### src/rtl/mcp23017_pkg.sv
// rtl/mcp23017_pkg.sv - shared register constants and state type for the MCP23017 sequencer
package mcp23017_pkg;

  localparam logic [7:0] IODIRA      = 8'h00;
  localparam logic [7:0] GPIOA       = 8'h12;
  localparam int         FRAME_BYTES = 4;

  typedef enum logic [2:0] {
    STARTUP,
    INIT_SEND,
    INIT_WAIT,
    IDLE,
    GPIO_SEND,
    GPIO_WAIT,
    FAULT
  } state_t;

endpackage

### src/rtl/mcp23017_sequencer.sv
// rtl/mcp23017_sequencer.sv - IODIR setup then coalesced GPIOA/GPIOB writes to an MCP23017
// Owns retries on NACK; init failure is sticky, a failed GPIO write is dropped with an err pulse.
module mcp23017_sequencer
  import mcp23017_pkg::*;
#(
  parameter logic [6:0]  DEV_ADDR       = 7'h20,
  parameter int unsigned STARTUP_CYCLES = 1000,
  parameter int unsigned RETRY_LIMIT    = 3
) (
  input  logic        clk,
  input  logic        rst,
  input  logic        port_valid,
  input  logic [15:0] port_data,
  output logic        port_ready,
  output logic        tx_valid,
  output logic [7:0]  tx_data,
  output logic        tx_last,
  input  logic        tx_ready,
  input  logic        tx_done,
  input  logic        tx_nack,
  output logic        init_done,
  output logic        busy,
  output logic        fault,
  output logic        err
);

  localparam logic [1:0] LAST_IDX = 2'(FRAME_BYTES - 1);

  state_t      state_q, state_d;
  logic [31:0] cnt_q, cnt_d;
  logic [31:0] retry_q, retry_d;
  logic [1:0]  idx_q, idx_d;
  logic        pend_q, pend_d;
  logic [15:0] pend_data_q, pend_data_d;
  logic [15:0] snap_q, snap_d;
  logic        init_done_q, init_done_d;
  logic        err_q, err_d;
  logic        ready_q, ready_d;
  logic        accept;

  always_ff @(posedge clk or posedge rst) begin
    if (rst) begin
      state_q     <= STARTUP;
      cnt_q       <= '0;
      retry_q     <= '0;
      idx_q       <= '0;
      pend_q      <= 1'b0;
      pend_data_q <= '0;
      snap_q      <= '0;
      init_done_q <= 1'b0;
      err_q       <= 1'b0;
      ready_q     <= 1'b0;
    end else begin
      state_q     <= state_d;
      cnt_q       <= cnt_d;
      retry_q     <= retry_d;
      idx_q       <= idx_d;
      pend_q      <= pend_d;
      pend_data_q <= pend_data_d;
      snap_q      <= snap_d;
      init_done_q <= init_done_d;
      err_q       <= err_d;
      ready_q     <= ready_d;
    end
  end

  always_comb begin
    state_d     = state_q;
    cnt_d       = cnt_q;
    retry_d     = retry_q;
    idx_d       = idx_q;
    pend_d      = pend_q;
    pend_data_d = pend_data_q;
    snap_d      = snap_q;
    init_done_d = init_done_q;
    err_d       = 1'b0;
    accept      = port_valid && ready_q;

    case (state_q)
      STARTUP: begin
        if (cnt_q >= STARTUP_CYCLES - 1) begin
          state_d = INIT_SEND;
          idx_d   = '0;
          retry_d = '0;
        end else begin
          cnt_d = cnt_q + 32'd1;
        end
      end
      INIT_SEND, GPIO_SEND: begin
        if (tx_ready) begin
          idx_d = idx_q + 2'd1;
          if (idx_q == LAST_IDX) state_d = (state_q == INIT_SEND) ? INIT_WAIT : GPIO_WAIT;
        end
      end
      INIT_WAIT, GPIO_WAIT: begin
        if (tx_done) begin
          if (!tx_nack) begin
            if (state_q == INIT_WAIT) init_done_d = 1'b1;
            state_d = IDLE;
          end else if (retry_q < RETRY_LIMIT) begin
            retry_d = retry_q + 32'd1;
            idx_d   = '0;
            state_d = (state_q == INIT_WAIT) ? INIT_SEND : GPIO_SEND;
          end else if (state_q == INIT_WAIT) begin
            state_d = FAULT;
          end else begin
            err_d   = 1'b1;
            state_d = IDLE;
          end
        end
      end
      IDLE: begin
        // The pending value moves to the snapshot; a same-cycle accept re-fills pending below.
        if (pend_q) begin
          snap_d  = pend_data_q;
          pend_d  = 1'b0;
          idx_d   = '0;
          retry_d = '0;
          state_d = GPIO_SEND;
        end
      end
      FAULT:   pend_d  = 1'b0;
      default: state_d = STARTUP;
    endcase

    if (accept) begin
      pend_d      = 1'b1;
      pend_data_d = port_data;
    end
    ready_d = (state_d != FAULT);
  end

  always_comb begin
    tx_valid = 1'b0;
    tx_data  = 8'h00;
    tx_last  = 1'b0;
    if (state_q == INIT_SEND || state_q == GPIO_SEND) begin
      tx_valid = 1'b1;
      tx_last  = (idx_q == LAST_IDX);
      case ({state_q == GPIO_SEND, idx_q})
        3'b000, 3'b100: tx_data = {DEV_ADDR, 1'b0};
        3'b001:         tx_data = IODIRA;
        3'b101:         tx_data = GPIOA;
        3'b110:         tx_data = snap_q[7:0];
        3'b111:         tx_data = snap_q[15:8];
        default:        tx_data = 8'h00;
      endcase
    end
  end

  assign busy       = (state_q == INIT_SEND) || (state_q == INIT_WAIT) ||
                      (state_q == GPIO_SEND) || (state_q == GPIO_WAIT);
  assign fault      = (state_q == FAULT);
  assign init_done  = init_done_q;
  assign err        = err_q;
  assign port_ready = ready_q;

endmodule

### config.mk
export PLATFORM = sky130hd
export DESIGN_NAME = mcp23017_sequencer
export DESIGN_NICKNAME = d
export VERILOG_FILES = /design/src/rtl/mcp23017_pkg.sv /design/src/rtl/mcp23017_sequencer.sv
export SDC_FILE = /design/constraint.sdc
export NUM_CORES = 1
export LEC_CHECK = 0
export CAP_MARGIN = 20
export CELL_PAD_IN_SITES_DETAIL_PLACEMENT = 0
export CELL_PAD_IN_SITES_GLOBAL_PLACEMENT = 1
export CORE_ASPECT_RATIO = 0.8
export CORE_MARGIN = 5
export CORE_UTILIZATION = 50
export DETAILED_ROUTE_END_ITERATION = 7
export GPL_TIMING_DRIVEN = 0
export PLACE_DENSITY_LB_ADDON = 0.1
export SLEW_MARGIN = 20
export SYNTH_ARGS = -nofsm -noshare
export SYNTH_HDL_FRONTEND = slang
export SYNTH_SLANG_ARGS = --single-unit
### constraint.sdc
create_clock -name clk -period 8.4 [get_ports clk]
set_input_delay 1.26 -clock clk [delete_from_list [all_inputs] [get_ports clk]]
set_output_delay 1.26 -clock clk [all_outputs]
set_load 0.01 [all_outputs]
# ---- Word level (Yosys, flattened, before mapping)
# Cells that the tools add are included.
dict set report word_totals {
  reg_bits 105
  out_inout_bits 15
  word_cells 89
}
dict set report op_classes {
  n_addsub 3
  n_lt_le_gt_ge 2
  n_eq_ne 18
  mux 35
  bitwise_logic 2
  n_reduce_logical 19
}
# op count
set op_table {}
lappend op_table {{32-bit two-way mux} 5}
lappend op_table {{32-bit one-hot mux with 3 select lines} 1}
lappend op_table {{32-bit by 1-bit adder with 32-bit output, second input constant} 2}
lappend op_table {{32-bit by 10-bit greater-or-equal comparator with 1-bit output, second input constant} 1}
lappend op_table {{32-bit by 2-bit less-than comparator with 1-bit output, second input constant} 1}
lappend op_table {{8-bit one-hot mux with 4 select lines} 1}
lappend op_table {{3-bit two-way mux} 10}
lappend op_table {{3-bit equality test, second input constant} 7}
lappend op_table {{3-bit one-hot mux with 5 select lines} 1}
lappend op_table {{2-bit two-way mux} 6}
lappend op_table {{2-bit != test, second input constant} 6}
lappend op_table {{1-bit two-way mux} 9}
lappend op_table {{8-bit two-way mux} 1}
lappend op_table {{2-bit one-hot mux with 4 select lines} 1}
lappend op_table {{2-bit OR reduction} 4}
lappend op_table {{7-bit AND reduction} 1}
lappend op_table {{3-bit by 2-bit equality test with 1-bit output, second input constant} 2}
lappend op_table {{3-bit zero test} 2}
lappend op_table {{6-bit AND reduction} 1}
lappend op_table {{1-bit logical OR} 4}
lappend op_table {{2-bit AND reduction} 2}
lappend op_table {{4-bit AND reduction} 1}
lappend op_table {{4-bit nonzero test} 1}
lappend op_table {{3-bit by 1-bit equality test with 1-bit output, second input constant} 1}
lappend op_table {{other kinds (7)} 8}

# ---- Depth between registers and ports, before layout
# Gate-level depths: netlist (run 1).
dict set report depth {
  depth_word 7
  mapped_depth 11
  depth_no_buf 11
}

# ---- Worst setup path after synthesis (run 1)
# OpenSTA, ideal clock, no wires.
dict set report synth_timing {
  kind {register to register}
  from {register retry_q[0]}
  to {register ready_q, in the netlist port_ready}
  setup_ns 0.132
  arrival_time_ns 2.484
  setup_slack_ns 5.784
  stages_incl_launch_ff 12
  period_less_slack_ns 2.616
  path_cell_list {dfrtp_1 ha_1 nor4_1 nand2_1 nor4_1 inv_1 ha_1 a21boi_0 a21oi_1 nor2_1 a221o_1 or3b_1}
}
dict set report synth_via {
  elab_chain_cells 6
}
# item line
set synth_lines {}
lappend synth_lines {{start, declared} mcp23017_sequencer.sv:31} ;# logic [31:0] retry_q, retry_d;
lappend synth_lines {{start signal, assigned} mcp23017_sequencer.sv:56} ;# retry_q <= retry_d;
lappend synth_lines {{32-bit by 2-bit less-than comparator with 1-bit output} mcp23017_sequencer.sv:100} ;# end else if (retry_q < RETRY_LIMIT) begin
lappend synth_lines {{3-bit two-way mux} mcp23017_sequencer.sv:100}
lappend synth_lines {{3-bit two-way mux} mcp23017_sequencer.sv:97} ;# if (!tx_nack) begin
lappend synth_lines {{3-bit two-way mux} mcp23017_sequencer.sv:96} ;# if (tx_done) begin
lappend synth_lines {{3-bit one-hot mux with 5 select lines} mcp23017_sequencer.sv:79} ;# case (state_q)
lappend synth_lines {{net state_d[0]} mcp23017_sequencer.sv:29} ;# state_t state_q, state_d;
lappend synth_lines {{3-bit != test} mcp23017_sequencer.sv:130} ;# ready_d = (state_d != FAULT);
lappend synth_lines {{net ready_d} mcp23017_sequencer.sv:38} ;# logic ready_q, ready_d;
lappend synth_lines {{end signal, assigned} mcp23017_sequencer.sv:63} ;# ready_q <= ready_d;
lappend synth_lines {{end, declared} mcp23017_sequencer.sv:38}
# The timed path passes the listed nets, and every way through them passes these cells.
# A chain may end at the register's enable or synchronous reset.

# ---- Final worst setup path (run 1)
dict set report layout_timing {
  from {register state_q[1]}
  to {output tx_data[6]}
}
dict set report layout_via {
  elab_chain_cells 5
}
# item line
set layout_lines {}
lappend layout_lines {{start, declared} mcp23017_sequencer.sv:29}
lappend layout_lines {{start signal, assigned} mcp23017_sequencer.sv:54} ;# state_q <= state_d;
lappend layout_lines {{3-bit equality test} {mcp23017_sequencer.sv:137, mcp23017_sequencer.sv:140}}
lappend layout_lines {{3-bit equality test / 3-bit zero test (equally long branches)} mcp23017_sequencer.sv:140} ;# case ({state_q == GPIO_SEND, idx_q})
lappend layout_lines {{2-bit OR reduction} mcp23017_sequencer.sv:140}
lappend layout_lines {{8-bit one-hot mux with 4 select lines} mcp23017_sequencer.sv:140}
lappend layout_lines {{8-bit two-way mux (*)} mcp23017_sequencer.sv:137} ;# if (state_q == INIT_SEND || state_q == GPIO_SEND) begin
lappend layout_lines {{end, declared} mcp23017_sequencer.sv:16} ;# output logic [7:0] tx_data,
# Every way passes the cells marked *; elsewhere a longest branch is shown, timed or not.

==> flow_metrics.env, run 1 <==
export IMPL_cp_start_kind="register"
export IMPL_htreeDepth=3
export IMPL_grt_ovfl_total=0
export IMPL_layout_min_cycle_time_ns=3.72
export IMPL_synth_most_common_cell="dfrtp_1"
export IMPL_critPathMaxFanout=10
export IMPL_clock_path_buffers=2
export IMPL_yosys_warnings=0
export IMPL_synth_commonest_cells="dfrtp_1 (105), mux2_2 (36), and2_1 (31), clkbuf_1 (28), nor2_1 (24)"
export IMPL_coreArea_sq_um=8060
export IMPL_cts_resized_gates=0
export IMPL_port_buffers=36
export IMPL_initial_utilization_pct=51.9
export IMPL_arrival_ns=2.46
export IMPL_wirelength_mm=7.59
export IMPL_synth_area_sq_um=4180
export IMPL_synth_nets=367
export IMPL_synth_area_leaders="dfrtp_1 (63%), mux2_2 (9.7%), and2_1 (4.6%)"
export IMPL_final_hold_viol_count=0
export IMPL_yosys_cell_types_count=45
export IMPL_cts_post_setup_buffers_inserted=0
export IMPL_cp_required_ns=7.14
export IMPL_route_detailed_drc=0
export IMPL_worst_slew_pin_slew_ns=0.592
export IMPL_synth_edf_count=0
export IMPL_cts_buffers=9
export IMPL_synth_top_area_share_pct=62.8
export IMPL_synth_flop_cell="dfrtp_1"
export IMPL_syn_inst=338
export IMPL_power_total_w=0.00136
export IMPL_drt_vias_per_instance=5.20
export IMPL_ir_drop_mv=0.149
export IMPL_ant_nets=0
export IMPL_rsz0062_at_grt="false"
export IMPL_hold_class="register to register"
export IMPL_synth_seq_cells=105
export IMPL_num_vias=2591
export IMPL_finalSetupViolCount=0
export IMPL_nets=415
export IMPL_clock_root_buffer="clkbuf_8"
export IMPL_clock_latency_ns=0.36
export IMPL_grt_pass1_wl_mm=13.1
export IMPL_clkTransAtPathRegs_ns=0.09
export IMPL_diodes=0
export IMPL_dieArea_sq_um=10300
export IMPL_critPathCaptureType="primary output"
export IMPL_synthArstFlopShare_pct=100
export IMPL_grt_pass1_vias=2549
export IMPL_slew_limit_headroom_pct=60.6
export IMPL_status="completed"
export IMPL_slew_violations=0
export IMPL_max_cap_violations=0
export IMPL_synth_top_area_cell="dfrtp_1"
export IMPL_globalplace_congestion=0.740
export IMPL_die_w_um=112
export IMPL_leakage_nw=2.32
export IMPL_cts_sinks=105
export IMPL_chipHeight_um=91.8
export IMPL_area_growth_pct=17.8
export IMPL_dp_hpwl_mm=5.39
export IMPL_drive_gt1_share_pct=15.9
export IMPL_avgRoutedWirePerCell_um=15.2
export IMPL_critical_path_class="register to primary output"
export IMPL_num_rows=29
export IMPL_grt_max_degree=69
export IMPL_antenna_found_initial=0
export IMPL_yosysSeqAreaShare_pct=62.8
export IMPL_ios=37
export IMPL_fmax_mhz=269
export IMPL_hold_buffers=0
export IMPL_setup_tns_final_ns=0
export IMPL_cts_tree="done"
export IMPL_powerDensity_nw_per_um2=276
export IMPL_drtIter0Drc=181
export IMPL_avgSynthCellArea_sq_um=12.4
export IMPL_dr_pass1_iters=4
export IMPL_fin_crit_sh_pct=44.3
export IMPL_fin_skew_ns=0.00968
export IMPL_grtUsageTotal_pct=16.0
==> report_power, final <==
group          switching, W  total, W  internal, W
clock network      0.000159  0.000333     0.000174
logic              0.000214  0.000394     0.000180
registers         0.0000539  0.000634     0.000580
total              0.000427   0.00136     0.000934
==> registers in the layout (all words and copies together) (netlist names) <==
register / count
snap_q: 16
idx_q: 2
retry_q: 32
err: 1
init_done: 1
pend_q: 1
state_q: 3
port_ready: 1
pend_data_q: 16
cnt_q: 32
==> cell usage in the layout (no fill, tap or decap), drive strengths merged, types with 2 or more instances in the layout <==
master,netlist,final
a21oi,3,3
a221oi,2,2
a22oi,6,6
a31oi,2,2
and2,31,31
and3,3,3
buf,5,6
bufinv,0,2
clkbuf,28,38
clkdlybuf4s50,0,36
clkinvlp,0,2
dfrtp,105,105
ha,7,7
inv,8,8
mux2,36,36
nand2,22,22
nand3,2,2
nand4,2,2
nor2,24,24
nor3,6,6
nor4,16,16
o21ai,2,2
or4,2,2
xnor2,2,2
xor2,7,7
==> critical path, stage by stage, from the launching register on <==
cell             delay, ns
dfrtp_1               0.36
buf_2                 0.18
clkbuf_1              0.21
nand3b_1              0.44
nor2_1                0.20
nor2_1                0.05
nor2_1                0.10
clkdlybuf4s50_1       0.56
==> kinds of logic (layout without fill, tap and decap cells) <==
kind of cell	after synthesis	in the layout	share of synthesized area, %
AOI/OAI and AO/OA	24	24	4.22
buffers and inverters	41	93	3.77
and+or+nand+nor	115	115	15.3
xor gates and xnor gates	9	9	1.88
adders and majority gates	7	7	2.09
DFF	105	105	62.8
muxes	37	37	9.93
==> layout make-up <==
class                           instances  area (sq um)
Buffer                                 33           128
Clock buffer                           10           138
Clock inverter                          5          80.1
Fill cell                             671          3130
Inverter                                8          35.0
Multi-Input combinational cell        192          1400
Sequential cell                       105          2630
Tap cell                              108           135
Timing Repair Buffer                   37           388
==> routing by layer <==
metal  vias to the layer above  GRT usage [%]  share of wire [%]
li1                       1234              -                  -
met1                      1305           25.5                 53
met2                        45           20.8                 42
met3                         7           4.80                4.0
met4                         0           4.50               0.99
met5                         -              0                  0
==> metrics by stage <==
stage                     instances  area [sq um]  utilization, %  worst slack [ns]  hold slack [ns]
after floorplan                 338          4180               -              4.38            0.429
after detailed placement        483          4710            58.5              5.05            0.449
after global placement          482          4680            58.1              2.93            0.441
after global routing            498          4930            61.2              4.51            0.487
final                           498          4930            61.2              4.68            0.463
after CTS                       498          4930            61.2              4.62            0.469
==> final timing paths <==
check / cells past startpoint / start / slack (ns) / end
min: 1 / cnt_q[30] / 0.46 / cnt_q[30]
min in group asynchronous: 2 / rst / 1.26 / state_q[1]
max in group asynchronous: 3 / rst / 6.51 / cnt_q[8]
max: 7 / state_q[1] / 4.68 / tx_data[6]
min reg2reg: 1 / cnt_q[30] / 0.46 / cnt_q[30]
max reg2reg: 11 / retry_q[0] / 5.40 / port_ready
No activity file was read; power rests on OpenSTA's default activity.
==> run 2: changes to the inputs <==
--- a/config.mk
+++ b/config.mk
@@ -10,7 +10,7 @@
 export CELL_PAD_IN_SITES_GLOBAL_PLACEMENT = 1
 export CORE_ASPECT_RATIO = 0.8
 export CORE_MARGIN = 5
-export CORE_UTILIZATION = 50
+export CORE_UTILIZATION = 42
 export DETAILED_ROUTE_END_ITERATION = 7
 export GPL_TIMING_DRIVEN = 0
 export PLACE_DENSITY_LB_ADDON = 0.1
==> constraint.sdc (replaced) <==
create_clock -name clk -period 3.25 [get_ports clk]
set_input_delay 0.4875 -clock clk [delete_from_list [all_inputs] [get_ports clk]]
set_output_delay 0.4875 -clock clk [all_outputs]
set_load 0.01 [all_outputs]
==> run 2 against run 1 <==
Against the previous run:
- global-route usage shrank 2.6 points
- clock power grew to 3.0 times the previous value
- cell count is 5.8% higher
- flip-flop and latch count did not move
- non-clock buffer count unchanged
- die area is 17% higher
- total power increased to 2.7 times the previous value
- setup slack worse by 4.5 ns
- register-to-register slack got worse by 5.2 ns
- wire length decreased by 3.2%
- count of clock-buffer cells in the layout increased by 2
- critical path type is now register to register
==> flow_metrics.env, run 2 (synthesis gave the netlist of run 1 again) <==
export IMPL_cts_post_setup_buffers_inserted=0
export IMPL_drtIter0Drc=151
export IMPL_power_total_w=0.00366
export IMPL_hold_class="register to register"
export IMPL_drt_vias_per_instance=4.76
export IMPL_cts_sinks=105
export IMPL_worst_slack_ns=0.205
export IMPL_port_buffers=36
export IMPL_max_cap_violations=0
export IMPL_pwr_share_comb_pct=27.8
export IMPL_p_seq_share_pct=44.7
export IMPL_critPathMaxFanout=3
export IMPL_powerDensity_nw_per_um2=727
export IMPL_cts_buffers=9
export IMPL_clkTransAtPathRegs_ns=0.07
export IMPL_r2r_end="port_ready"
export IMPL_rr_worst_depth=11
export IMPL_fmax_mhz=328
export IMPL_status="completed"
export IMPL_diodes=0
export IMPL_rsz0062_at_grt="false"
export IMPL_grt_ovfl_total=0
export IMPL_switching_share_pct=31.2
export IMPL_p_int_w=0.00252
export IMPL_avgRoutedWirePerCell_um=13.9
export IMPL_clock_root_buffer="clkbuf_16"
export IMPL_ios=37
export IMPL_endpoint="port_ready"
export IMPL_cp_required_ns=3.46
export IMPL_p_sw_w=0.00114
export IMPL_crit_path_start="retry_q[0]"
export IMPL_arrival_ns=3.26
export IMPL_grt_pass1_wl_mm=12.6
export IMPL_dr_pass1_iters=4
export IMPL_grt_pass1_vias=2487
export IMPL_finalSetupViolCount=0
export IMPL_worst_slew_pin_slew_ns=0.635
export IMPL_fill_cells=874
export IMPL_final_hold_viol_count=0
export IMPL_ff2ff_setup_slack_ns=0.20
export IMPL_clkPwrFrac_pct=27.5
export IMPL_grt_max_degree=62
export IMPL_clock_latency_ns=0.33
export IMPL_final_common_cell="dfrtp_1"
export IMPL_leakage_nw=2.35
export IMPL_dp_hpwl_mm=5.23
export IMPL_die_w_um=122
export IMPL_coreArea_sq_um=9690
export IMPL_htreeDepth=3
export IMPL_cts_resized_gates=0
export IMPL_critical_path_class="register to register"
export IMPL_ant_nets=0
export IMPL_initial_utilization_pct=43.2
export IMPL_cts_tree="done"
export IMPL_wirelength_mm=7.34
export IMPL_cp_start_kind="register"
export IMPL_seqCellArea_sq_um=2630
export IMPL_top_regs="cnt_q (32), retry_q (32)"
export IMPL_layout_common_cells="dfrtp_1 (105), mux2_2 (36), clkdlybuf4s50_1 (36)"
export IMPL_nets=415
export IMPL_clock_path_buffers=2
export IMPL_critPathCaptureType="register"
export IMPL_slew_limit_headroom_pct=57.7
export IMPL_pre_cts_ws_ns=0.0532
export IMPL_multiInputGateArea_sq_um=1410
export IMPL_dieArea_sq_um=12100
export IMPL_r2r_start="retry_q[0]"
export IMPL_num_vias=2511
export IMPL_num_rows=32
export IMPL_area_growth_pct=20.4
export IMPL_slew_violations=0
export IMPL_grtUsageTotal_pct=13.4
export IMPL_drive_gt1_share_pct=15.9
export IMPL_chipHeight_um=99.3
export IMPL_route_detailed_drc=0
export IMPL_ir_drop_mv=0.302
export IMPL_globalplace_congestion=0.740
export IMPL_fin_skew_ns=0.00505
export IMPL_hold_buffers=0
export IMPL_fin_crit_sh_pct=93.7
export IMPL_layout_min_cycle_time_ns=3.05
export IMPL_antenna_found_initial=0
## run 2: per-stage QoR
step / hold WS (ns) / utilization [%] / TNS [ns] / cell area, sq um / cells
after floorplan: 0.429 / - / 0 / 4180 / 338
after global placement: 0.441 / 48.7 / -160.46 / 4710 / 510
after detailed placement: 0.447 / 49.0 / 0 / 4750 / 511
after CTS: 0.463 / 51.9 / 0 / 5030 / 527
after global routing: 0.476 / 52.0 / 0 / 5040 / 527
final: 0.458 / 52.0 / 0 / 5040 / 527
## run 2: final cells by class
class / count / area share, %
clock buffers: 12 / 4.89
plain buffers: 33 / 2.53
flip-flops and latches: 105 / 52.2
inverters: 8 / 0.696
clock inverters: 4 / 0.720
well taps: 136 / 3.38
repair buffers: 37 / 7.70
multi-input cells: 192 / 27.9
## run 2: how the worst min path moves through the flow
stage	endpoint	depth (start not counted)	from
2_1_floorplan	cnt_q[9]	1	cnt_q[9]
3_3_place_gp	cnt_q[27]	1	cnt_q[27]
3_5_place_dp	cnt_q[9]	1	cnt_q[9]
4_1_cts	cnt_q[9]	1	cnt_q[9]
5_1_grt	cnt_q[10]	1	cnt_q[10]
6_report	cnt_q[22]	1	cnt_q[22]
## run 2: layer usage
layer | GRT usage (%) | part of all wire, % | vias to the layer above
li1 | - | - | 1244
met1 | 20.1 | 52 | 1222
met2 | 18.3 | 42 | 35
met3 | 4.09 | 4.1 | 10
met4 | 4.74 | 1.7 | 0
met5 | 0 | 0 | -
## run 2: power by group through the flow
stage	combinational, W	clock [W]	sequential (W)
final	0.00102	0.00101	0.00164
after detailed placement	0.00103	0	0.00166
after floorplan	0.000706	0	0.00162
after global routing	0.00114	0.00110	0.00166
after global placement	0.00101	0	0.00166
after CTS	0.00104	0.00105	0.00164
## run 2: worst max-delay path, stage by stage, from the launching register on
cell and delay, ns:
dfrtp_1 0.40, ha_1 0.23, nor4_1 0.18, nand2_1 0.12, nor4_2 0.50, inv_1 0.09, ha_1 0.31, a21boi_0 0.11
a21oi_1 0.17, nor2_1 0.05, a221o_1 0.39, or3b_1 0.38
